### src/rtl/signed_mac6.sv
// Signed multiply-accumulate: sequential shift-add multiplier feeding a
// saturating accumulator with a sticky saturation flag and a valid/ready
// handshake on both sides.
module signed_mac6 #(
    parameter int unsigned WIDTH = 6,
    parameter int unsigned ACC_W = 10
) (
    input  logic                 clk,
    input  logic                 rst,
    input  logic [WIDTH-1:0]     a,
    input  logic [WIDTH-1:0]     b,
    input  logic                 in_valid,
    output logic                 in_ready,
    input  logic                 clr,
    output logic [2*WIDTH-1:0]   prod,
    output logic [ACC_W-1:0]     acc,
    output logic                 sat,
    output logic                 out_valid,
    input  logic                 out_ready
);

    localparam int unsigned PW    = 2 * WIDTH;
    localparam int unsigned CNT_W = $clog2(WIDTH + 1);
    localparam int unsigned SUM_W = ((ACC_W > PW) ? ACC_W : PW) + 1;

    localparam logic [1:0] IDLE = 2'd0;
    localparam logic [1:0] MULT = 2'd1;
    localparam logic [1:0] ACC  = 2'd2;
    localparam logic [1:0] DONE = 2'd3;

    logic [1:0]        r_state;
    logic [1:0]        w_next;
    logic              r_in_ready;
    logic              r_out_valid;
    logic [WIDTH-1:0]  r_a;
    logic [WIDTH-1:0]  r_b;
    logic [PW-1:0]     r_pp;
    logic [CNT_W-1:0]  r_cnt;
    logic [PW-1:0]     r_prod;
    logic [ACC_W-1:0]  r_acc;
    logic              r_sat;

    logic [WIDTH-1:0]  w_mag_a;
    logic [WIDTH-1:0]  w_mag_b;
    logic [PW-1:0]     w_mag_a_ext;
    logic              w_neg;
    logic [PW-1:0]     w_prod;
    logic [SUM_W-1:0]  w_sum;
    logic              w_fits;
    logic [ACC_W-1:0]  w_acc_next;
    logic              w_last_iter;

    // Operand magnitudes and result sign from the latched pair
    assign w_mag_a     = r_a[WIDTH-1] ? WIDTH'(-r_a) : r_a;
    assign w_mag_b     = r_b[WIDTH-1] ? WIDTH'(-r_b) : r_b;
    assign w_mag_a_ext = PW'(w_mag_a);
    assign w_neg       = r_a[WIDTH-1] ^ r_b[WIDTH-1];
    assign w_prod      = w_neg ? PW'(-r_pp) : r_pp;
    assign w_last_iter = (r_cnt == CNT_W'(WIDTH - 1));

    // Wide signed sum; it fits when all bits above the accumulator sign agree
    assign w_sum  = {{(SUM_W - ACC_W){r_acc[ACC_W-1]}}, r_acc}
                  + {{(SUM_W - PW){w_prod[PW-1]}}, w_prod};
    assign w_fits = (&w_sum[SUM_W-1:ACC_W-1]) || !(|w_sum[SUM_W-1:ACC_W-1]);
    assign w_acc_next = w_fits ? w_sum[ACC_W-1:0]
                      : (w_sum[SUM_W-1] ? {1'b1, {(ACC_W-1){1'b0}}}
                                        : {1'b0, {(ACC_W-1){1'b1}}});

    // State register with registered handshake outputs
    always_ff @(posedge clk or posedge rst) begin
        if (rst) begin
            r_state     <= IDLE;
            r_in_ready  <= 1'b1;
            r_out_valid <= 1'b0;
        end else begin
            r_state     <= w_next;
            r_in_ready  <= (w_next == IDLE);
            r_out_valid <= (w_next == DONE);
        end
    end

    // Next-state logic; clear in IDLE blocks acceptance for that cycle
    always_comb begin
        w_next = r_state;
        case (r_state)
            IDLE: if (!clr && in_valid) w_next = MULT;
            MULT: if (w_last_iter)      w_next = ACC;
            ACC:                        w_next = DONE;
            DONE: if (out_ready)        w_next = IDLE;
            default:                    w_next = IDLE;
        endcase
    end

    // Datapath: operand capture, shift-add iterations, accumulate, clear
    always_ff @(posedge clk or posedge rst) begin
        if (rst) begin
            r_a    <= '0;
            r_b    <= '0;
            r_pp   <= '0;
            r_cnt  <= '0;
            r_prod <= '0;
            r_acc  <= '0;
            r_sat  <= 1'b0;
        end else begin
            case (r_state)
                IDLE: begin
                    if (clr) begin
                        r_acc <= '0;
                        r_sat <= 1'b0;
                    end else if (in_valid) begin
                        r_a   <= a;
                        r_b   <= b;
                        r_pp  <= '0;
                        r_cnt <= '0;
                    end
                end
                MULT: begin
                    if (w_mag_b[r_cnt]) r_pp <= r_pp + (w_mag_a_ext << r_cnt);
                    r_cnt <= r_cnt + CNT_W'(1);
                end
                ACC: begin
                    r_prod <= w_prod;
                    r_acc  <= w_acc_next;
                    if (!w_fits) r_sat <= 1'b1;
                end
                default: ;
            endcase
        end
    end

    assign in_ready  = r_in_ready;
    assign out_valid = r_out_valid;
    assign prod      = r_prod;
    assign acc       = r_acc;
    assign sat       = r_sat;

endmodule

### config.mk
export PLATFORM = sky130hd
export DESIGN_NAME = signed_mac6
export DESIGN_NICKNAME = d
export VERILOG_FILES = /design/src/rtl/signed_mac6.sv
export SDC_FILE = /design/constraint.sdc
export NUM_CORES = 1
export LEC_CHECK = 0
export ABC_CLOCK_PERIOD_IN_PS = 5700
export CORE_MARGIN = 2
export CORE_UTILIZATION = 40
export CTS_CLUSTER_DIAMETER = 80
export CTS_CLUSTER_SIZE = 14
export DETAILED_ROUTE_END_ITERATION = 12
export PLACE_DENSITY = 0.65
export SETUP_SLACK_MARGIN = 0.5
export SYNTH_ARGS = -nofsm -noshare
export SYNTH_HDL_FRONTEND = slang
export SYNTH_SLANG_ARGS = --single-unit
### constraint.sdc
create_clock -name clk -period 5.7 [get_ports clk]
set_clock_uncertainty 0.05 [all_clocks]
set_input_delay 1.14 -clock clk [delete_from_list [all_inputs] [get_ports clk]]
set_output_delay 1.14 -clock clk [all_outputs]
set_load 0.02 [all_outputs]
After elaboration in Yosys (flattened, before gate mapping)
Index checks and enable logic that the tools add are counted.
- add/subtract/negate cells: 6
- order comparisons: 1
- equal/unequal tests: 10
- shift operators: 1
- muxes and demuxes: 23
- bitwise logic cells: 2
- reduce and logical (&&, ||, !) cells: 15
- operator list (operator ; number):
    12-bit 2-to-1 mux ; 4
    10-bit 2-to-1 mux ; 3
    12-bit case mux with 2 select lines ; 1
    10-bit case mux with 2 select lines ; 1
    10-bit by 12-bit adder with 13-bit output ; 1
    12-bit adder ; 1
    6-bit 2-to-1 mux ; 2
    12-bit negation ; 1
    6-bit negation ; 2
    6-bit by 3-bit left shift with 12-bit output ; 1
    2-bit != test, second input constant ; 5
    3-bit AND reduction ; 3
    2-bit case mux with 4 select lines ; 1
    4-bit AND reduction ; 2
    2-bit equality test, second input constant ; 3
    2-bit 2-to-1 mux ; 3
    3-bit 2-to-1 mux ; 2
    3-bit case mux with 2 select lines ; 1
    2-bit zero test ; 2
    3-bit by 4-bit less-than comparator with 1-bit output, second input constant ; 1
    2-bit nonzero test ; 2
    4-bit OR reduction ; 1
    3-bit by 1-bit adder with 3-bit output, second input constant ; 1
    1-bit binary-select mux with 3-bit select ; 1
    other kinds (10) ; 13
- flip-flop bits (word level): 54
- input bits: 17
- output and inout bits: 25
- word-level logic and storage cells: 68

Longest topological paths before layout
Gate-level depths: netlist of run 1.
- depth in word-level cells: 8
- mapped depth: 16
- depth with buffers taken out: 16

Least setup slack after synthesis of run 1
No wires, ideal clock.
- kind: register to register
- start point: register r_a[5]
- end point: register r_sat, in the netlist sat
- library setup time: 0.122 ns
- arrival: 3.404 ns
- data required time: 5.528 ns
- setup slack: 2.125 ns
- cell stages (with the launch flop): 14
- path buffers: 2
- clock period less this slack: 3.575 ns
- path through: dfrtp_1 -> clkbuf_1 -> xnor2_1 -> clkbuf_1 -> mux2i_1 -> inv_1 -> ha_1 -> a211oi_2 -> o21ai_1 -> a31oi_1 -> o21ai_2 -> xnor2_2 -> or4b_1 -> a32o_1
- word-level cells in the longest chain between the ends: 8
- elaborated cells on any way between the ends: 9
- those cells by class: add/sub (1); eq/ne (1); mux (1); bitwise (1); reduce/logical (5)
- RTL lines (item ; RTL line ; text):
    from (decl) ; 35 ; logic [WIDTH-1:0] r_a;
    from (signal assigned) ; 97 ; r_a <= '0;
    from (signal assigned) ; 111 ; r_a <= a;
    1-bit bitwise XOR (*) ; 57 ; assign w_neg = r_a[WIDTH-1] ^ r_b[WIDTH-1];
    12-bit 2-to-1 mux (*) ; 58 ; assign w_prod = w_neg ? PW'(-r_pp) : r_pp;
    named net w_prod[1] ; 47 ; logic [PW-1:0] w_prod;
    10-bit by 12-bit adder with 13-bit output (*) ; 63 ; + {{(SUM_W - PW){w_prod[PW-1]}}, w_prod};
    4-bit OR reduction ; 64 ; assign w_fits = (&w_sum[SUM_W-1:ACC_W-1]) || !(|w_sum[SUM_W-1:ACC_W-1]);
    1-bit zero test ; 64 ;
    1-bit logical OR (*) ; 64 ;
    2-bit != test (no line) (*) ; -- ;
    3-bit AND reduction (no line) (*) ; -- ;
    to (signal assigned) ; 103 ; r_sat <= 1'b0;
    to (signal assigned) ; 109 ; r_sat <= 1'b0;
    to (signal assigned) ; 124 ; if (!w_fits) r_sat <= 1'b1;
    to (decl) ; 41 ; logic r_sat;
The timed path passes the listed nets; every way through them passes the cells marked *.
A chain may end at the register's enable or synchronous reset.

Worst setup path after layout of run 1
- start point: register r_a[0]
- end point: register r_pp[10]
- word-level cells in the longest chain between the ends: 6
- RTL lines (item ; RTL line ; text):
    6-bit negation ; 54 ; assign w_mag_a = r_a[WIDTH-1] ? WIDTH'(-r_a) : r_a;
    6-bit 2-to-1 mux (*) ; 54 ;
    6-bit by 3-bit left shift with 12-bit output (*) ; 118 ; if (w_mag_b[r_cnt]) r_pp <= r_pp + (w_mag_a_ext << r_cnt);
    12-bit adder (*) ; 118 ;
    12-bit 2-to-1 mux (*) ; 118 ;
    12-bit case mux with 2 select lines (*) ; 105 ; case (r_state)
    to (signal assigned) ; 118 ;
    to (decl) ; 37 ; logic [PW-1:0] r_pp;
Mark *: on every way between the ends. The rest lies on a longest branch, timed or not. The select of a mux whose other input is x is not followed.

==> results of run 1 <==
==> registers in the layout (all words and copies together) (netlist names) <==
name       cells
r_a            6
prod          12
in_ready       1
acc           10
r_b            6
out_valid      1
r_pp          12
r_state        2
sat            1
r_cnt          3
==> metal layers <==
layer | routed length (µm) | vias to the layer above | share of wire (%) | track usage, %
met3 | 229 | 14 | 2.6 | 2.44
met2 | 4120 | 48 | 47 | 28.1
met1 | 4140 | 1556 | 48 | 21.9
met5 | 0 | - | 0 | 0
li1 | - | 1641 | - | -
met4 | 191 | 0 | 2.2 | 6.18
==> Yosys cell counts, types with 3 or more instances <==
| master | count | area, µm² |
|---|---|---|
| mux2_2 | 8 | 90.1 |
| o21ai_1 | 5 | 25.0 |
| dfrtp_1 | 53 | 1330 |
| nand2b_1 | 8 | 50.1 |
| nor2_1 | 25 | 93.8 |
| a221o_1 | 9 | 90.1 |
| and2_1 | 6 | 37.5 |
| ha_1 | 31 | 388 |
| a31oi_1 | 4 | 25.0 |
| nor2b_1 | 7 | 43.8 |
| nand4_1 | 3 | 18.8 |
| nand3_1 | 4 | 20.0 |
| inv_1 | 25 | 93.8 |
| nor3_1 | 8 | 40.0 |
| o22ai_1 | 3 | 18.8 |
| a32o_1 | 4 | 40.0 |
| mux4_2 | 3 | 67.6 |
| o21ai_0 | 26 | 130 |
| nor4_1 | 4 | 25.0 |
| nand2_1 | 63 | 236 |
| clkbuf_1 | 8 | 30.0 |
| or3b_2 | 3 | 26.3 |
| xnor2_1 | 12 | 105 |
| mux2i_1 | 5 | 50.1 |
| a21o_1 | 5 | 37.5 |
| o21bai_1 | 5 | 37.5 |
| a21oi_1 | 23 | 115 |
| a211oi_1 | 3 | 22.5 |
| xor2_1 | 13 | 114 |
==> worst register-to-register path, stage by stage, from the launching register on <==
cell,delay [ns]
dfrtp_1,0.40
inv_1,0.07
ha_1,0.23
nand2b_1,0.17
mux4_2,0.45
o21ai_0,0.13
mux2_2,0.23
nor2_1,0.06
ha_1,0.35
nor2b_1,0.22
o21ai_0,0.16
a21o_1,0.25
a311oi_1,0.37
o21ai_0,0.19
a21o_1,0.21
a32o_1,0.25
==> path summary, 6_finish.rpt <==
path	end	slack, ns
max in group asynchronous	prod[4]	3.88
hold reg to reg	prod[9]	0.43
hold / removal	prod[9]	0.43
setup / recovery	r_pp[10]	1.82
min in group asynchronous	r_b[1]	1.27
setup reg to reg	r_pp[10]	1.82
==> per-stage QoR <==
step	instance area [µm²]	hold WS [ns]	setup WS [ns]
finish	4630	0.430	1.82
global placement	4520	0.408	1.96
global route	4630	0.468	1.37
CTS	4630	0.436	1.83
floorplan	4020	0.465	2.12
detailed placement	4520	0.412	1.86
==> cell type report <==
class                   count  area [µm²]
clock buffers               6        72.6
clock inverters             2        37.5
fillers                   939        5150
inverters                  25        93.8
multi-input cells         341        2480
flip-flops and latches     54        1350
well taps                 133         166
repair buffers             43         425
==> kinds of logic (layout without fill, tap and decap cells) <==
group                      after synthesis  after routing
and+or+nand+nor                        148            148
xor gates and xnor gates                26             26
DFF                                     54             54
adders and majority gates               33             33
AOI/OAI and AO/OA                      118            118
muxes                                   16             16
buffers and inverters                   39             76
==> metrics.txt, run 1 <==
RSZ-0062 raised after global routing false; CP most frequent cell o21ai_0; Die W 104 µm; # hold bufs at CTS 0; initial antenna violation count 0; Synth Area in XOR/XNOR approximately 5.9%; Max transition margin a little under a third; Crit Path Max Fanout 4; # IOs 42; Rows 36; CTS tree yes; worst skew pair latency approximately 0.32 ns; min-delay src prod[9]; max-slew violations 0; WP data required 5.87 ns; final core utilization 47.4%; Clk pin slew, worst setup/hold paths ~0.10 ns; dpl cells 596; delay-heaviest family, CP compound AO/OA/AOI/OAI gates; Setup Buffers After CTS 0; syn nets 484; CP arrival 4.05 ns; Avg Inst Size Synth 9.26 µm²; Post-Syn Instances 434; antenna viol nets, final 0; P&R area growth vs syn 15.2%; clk buf depth 2; Port Buffers between 40 and 50; vias in the first global route 3227; endpoints failing hold 0; final setup fails 0; die height 104 µm; first-pass GRT wire length 15.0 mm; via count approximately 3300; Reg-to-Reg Start r_a[0]; most frequent cells in the layout nand2_1, dfrtp_1, clkdlybuf4s50_1, ha_1, o21ai_0; Critical Path Source r_a[0]; DP HPWL about 6.7 mm; Synth Cell Area 0.00402 mm²; most common cell after layout, fill and taps aside nand2_1; Iteration-0 DRC Markers between 150 and 200; PostCTS Resize Cnt 0; htree depth 2; drt drc 0; worst r2r path cells 15; initial core utilization 41.1%; asr flop ratio synth 100%; Synth Warn # 0; slowest cell on the critical path mux4_2; maximum clock frequency ~260 MHz; Startpoint Class register; Hold Crit Depth 2; mux contribution to synthesized area under 10%; die area 0.0109 mm²; CP Cell Sequence inv_1, ha_1, nand2b_1, mux4_2, o21ai_0, mux2_2, nor2_1, ha_1, nor2b_1, o21ai_0, a21o_1, a311oi_1, o21ai_0, a21o_1, a32o_1; TritonCTS sink count 54; Adder-Cell Fraction of Synth Area 10.7%; Main synth FF type dfrtp_1; Buf+Inv Stages, Crit Path 1; core area around 0.0098 mm²; minimum clock period 3.88 ns; Synth cell types 73; Post-synth EDFFs 0; largest family of logic cells by synthesized area compound AO/OA/AOI/OAI gates; detailed-route wire length per cell 14.4 µm; diodes inserted 0; Simple-Gate Fraction of Synth Area 18.1%; final WL 8.67 mm; global-route usage over all layers between 10% and 20%; Max Cap Viol 0; crit path kind register to register; status complete, no violations; total global routing overflow 0; Seq cells post-synth between 50 and 60; Via density 5.40; Hold Path Class register to register; Synth Area in Compound Gates between 20 and 25%; Setup TNS 0 ns; final non-filler cell total 604; share of post-route cells with drive strength above 1 9.55%; gpl congestion between 0.8 and 0.9; register area share after synthesis 33.7%; CTS Buf Count 5; Crit. path cell count 15; DRT Pass-1 Iters 6; CP endpoint kind register; Worst Tran Pin Value 1.04 ns; Slowest Stage Delay on Critical Path 0.45 ns; final net count 520; largest net degree at the start of global routing between 50 and 60; clock root cell clkbuf_8; Final period util about two thirds
Power of run 1 is left out: the tool's default activity adds up to more than one toggle a clock period on the data nets, which glitch-free logic cannot reach.
==> run 2, diff against run 1 <==
--- a/config.mk
+++ b/config.mk
@@ -5,13 +5,13 @@
 export SDC_FILE = /design/constraint.sdc
 export NUM_CORES = 1
 export LEC_CHECK = 0
-export ABC_CLOCK_PERIOD_IN_PS = 5700
+export ABC_CLOCK_PERIOD_IN_PS = 3380
 export CORE_MARGIN = 2
 export CORE_UTILIZATION = 40
 export CTS_CLUSTER_DIAMETER = 80
 export CTS_CLUSTER_SIZE = 14
 export DETAILED_ROUTE_END_ITERATION = 12
-export PLACE_DENSITY = 0.65
+export PLACE_DENSITY = 0.67
 export SETUP_SLACK_MARGIN = 0.5
 export SYNTH_ARGS = -nofsm -noshare
 export SYNTH_HDL_FRONTEND = slang
==> constraint.sdc (replaced) <==
create_clock -name clk -period 3.38 [get_ports clk]
set_clock_uncertainty 0.05 [all_clocks]
set_input_delay 0.676 -clock clk [delete_from_list [all_inputs] [get_ports clk]]
set_output_delay 0.676 -clock clk [all_outputs]
set_load 0.02 [all_outputs]
==> run 2 against run 1 <==
Wire length increased by 26%. Register-to-register slack got worse by 1.8 ns. Critical path depth increased by 1. Sequential share of layout area decreased by 5.6 points. Critical endpoint unchanged.
==> metrics.txt, run 2 (synthesized netlist as in run 1, its figures left out) <==
endpoints failing hold 0 (unchanged); Rows 36 (unchanged); min-delay src prod[6] (was prod[9]); share of post-route cells with drive strength above 1 35.1% (was 9.55%); CP arrival 3.53 ns (was 4.05 ns); first-pass GRT wire length 17.5 mm (was 15.0 mm); max-slew violations 0 (unchanged); fillcell total 828 (was 939); initial antenna violation count 0 (unchanged); Reg-to-Reg Start r_a[0] (unchanged); clk buf depth 2 (unchanged); Buf+Inv Stages, Crit Path 1 (unchanged); most frequent cells in the layout buf_4, nand2_1, dfrtp_1, clkdlybuf4s50_1, ha_1 (was nand2_1, dfrtp_1, clkdlybuf4s50_1, ha_1, o21ai_0); maximum clock frequency 298 MHz (was 258 MHz); Worst Tran Pin Value 0.844 ns (was 1.04 ns); Final period util 99.4% (was 68.0%); DP HPWL 7.36 mm (was 6.74 mm); met3 Track Usage GR 2.32% (was 2.44%); met1 Usage GRT 23.9% (was 21.9%); global-route usage over all layers 19.4% (was 16.7%); total global routing overflow 0 (unchanged); CTS tree yes (unchanged); Slowest Stage Delay on Critical Path 0.40 ns (was 0.45 ns); TritonCTS sink count 54 (unchanged); status complete, no violations (unchanged); detailed-route wire length per cell 15.9 µm (was 14.4 µm); Setup TNS 0 ns (unchanged); Port Buffers 41 (unchanged); Max transition margin 43.6% (was 30.6%); final WL 10.9 mm (was 8.67 mm); final net count 601 (was 520); Via density 5.42 (was 5.40); routing usage on met2 35.1% (was 28.1%); die area 0.0109 mm² (unchanged); Max Cap Viol 0 (unchanged); Startpoint Class register (unchanged); grt peak-use layer met2 (unchanged); Clk pin slew, worst setup/hold paths 0.11 ns (was 0.10 ns); core area 0.00977 mm² (unchanged); Die W 104 µm (unchanged); WP data required 3.55 ns (was 5.87 ns); crit path kind register to register (unchanged); vias in the first global route 3705 (was 3227); gpl congestion 0.882 (was 0.860); antenna viol nets, final 0 (unchanged); initial core utilization 41.1% (unchanged); CP Cell Sequence inv_2, ha_4, or3b_4, and3b_1, a31oi_2, a22oi_2, mux2i_1, nor2_1, a21oi_2, ha_4, or2_4, a21oi_4, a311oi_2, o21ai_1, nand3_1, a32o_1 (was inv_1, ha_1, nand2b_1, mux4_2, o21ai_0, mux2_2, nor2_1, ha_1, nor2b_1, o21ai_0, a21o_1, a311oi_1, o21ai_0, a21o_1, a32o_1); slowest cell on the critical path dfrtp_1 (was mux4_2); CP endpoint kind register (unchanged); Iteration-0 DRC Markers 126 (was 177); Crit Path Max Fanout 4 (unchanged); die height 104 µm (unchanged); Hold Path Class register to register (unchanged); # IOs 42 (unchanged); minimum clock period 3.36 ns (was 3.88 ns); CP most frequent cell ha_4 (was o21ai_0); via count 3712 (was 3259); P&R area growth vs syn 42.7% (was 15.2%); CTS Buf Count 5 (unchanged); DRT Pass-1 Iters 5 (was 6); final setup fails 0 (unchanged); drt drc 0 (unchanged); htree depth 2 (unchanged); clock root cell clkbuf_8 (unchanged); largest net degree at the start of global routing 24 (was 55); most common cell after layout, fill and taps aside buf_4 (was nand2_1); Critical Path Source r_a[0] (unchanged); worst skew pair latency 0.33 ns (was 0.32 ns); RSZ-0062 raised after global routing true (was false); delay-heaviest family, CP compound AO/OA/AOI/OAI gates (unchanged); diodes inserted 0 (unchanged)
## run 2: worst reg2reg max path, cell delays in order, from the launching register on
cell and delay, ns:
dfrtp_1 0.40, inv_2 0.09, ha_4 0.14, or3b_4 0.39
and3b_1 0.18, a31oi_2 0.16, a22oi_2 0.11, mux2i_1 0.21
nor2_1 0.08, a21oi_2 0.21, ha_4 0.24, or2_4 0.24
a21oi_4 0.13, a311oi_2 0.07, o21ai_1 0.21, nand3_1 0.10
a32o_1 0.25
## run 2: through the flow
stage / cell area [µm²] / util (%) / worst slack (ns) / cells / hold WS (ns)
after CTS: 5560 / 56.9 / 0.0482 / 677 / 0.437
after global placement: 4880 / 49.9 / 0.0222 / 628 / 0.408
final: 5730 / 58.7 / 0.0205 / 685 / 0.431
after floorplan: 4150 / - / 0.167 / 434 / 0.465
after detailed placement: 4880 / 49.9 / -0.113 / 628 / 0.412
after global routing: 5730 / 58.7 / -0.139 / 685 / 0.460
## run 2: layout make-up
cell class | count | area [µm²] | share of cell area, %
inverter | 25 | 96.3 | 1.68
clock buffer | 5 | 68.8 | 1.20
sequential | 54 | 1350 | 23.6
tap | 133 | 166 | 2.90
multi-input combinational | 342 | 2950 | 51.5
timing repair buffer | 123 | 1070 | 18.7
clock inverter | 3 | 25.0 | 0.436
## run 2: worst paths after layout
| check | to | slack [ns] | cells past startpoint |
|---|---|---|---|
| min in group asynchronous | prod[1] | 0.62 | 2 |
| max in group asynchronous | prod[11] | 2.01 | 3 |
| hold / removal | prod[6] | 0.43 | 2 |
| setup reg to reg | r_pp[10] | 0.02 | 16 |
| hold reg to reg | prod[6] | 0.43 | 2 |
| setup / recovery | r_pp[10] | 0.02 | 16 |
## run 2: timing repair
item | CTS | global route
setup endpoints to repair | 17 | 19
setup buffers | 40 | 8
pin swaps | 47 | 22
gates cloned | 1 | 0
gates resized for setup | 49 | 25
hold buffers | 0 | 0
## run 2: per-layer routing
| layer | wire [µm] | up-vias | share of wire [%] |
|---|---|---|---|
| li1 | - | 1809 | - |
| met1 | 4690 | 1795 | 43 |
| met2 | 5560 | 87 | 51 |
| met3 | 409 | 21 | 3.8 |
| met4 | 229 | 0 | 2.1 |
| met5 | 0 | - | 0 |
Power of run 2 is left out for the same reason.
==> run 3, diff against run 2 <==
--- a/config.mk
+++ b/config.mk
@@ -5,12 +5,14 @@
 export SDC_FILE = /design/constraint.sdc
 export NUM_CORES = 1
 export LEC_CHECK = 0
+export ABC_AREA = 0
 export ABC_CLOCK_PERIOD_IN_PS = 3380
 export CORE_MARGIN = 2
 export CORE_UTILIZATION = 40
 export CTS_CLUSTER_DIAMETER = 80
 export CTS_CLUSTER_SIZE = 14
 export DETAILED_ROUTE_END_ITERATION = 12
+export HOLD_SLACK_MARGIN = 0.02
 export PLACE_DENSITY = 0.67
 export SETUP_SLACK_MARGIN = 0.5
 export SYNTH_ARGS = -nofsm -noshare
==> results of run 3 <==
Final layout, timing and power as in run 2 (identical DEF).
Power of run 3 is left out for the same reason.
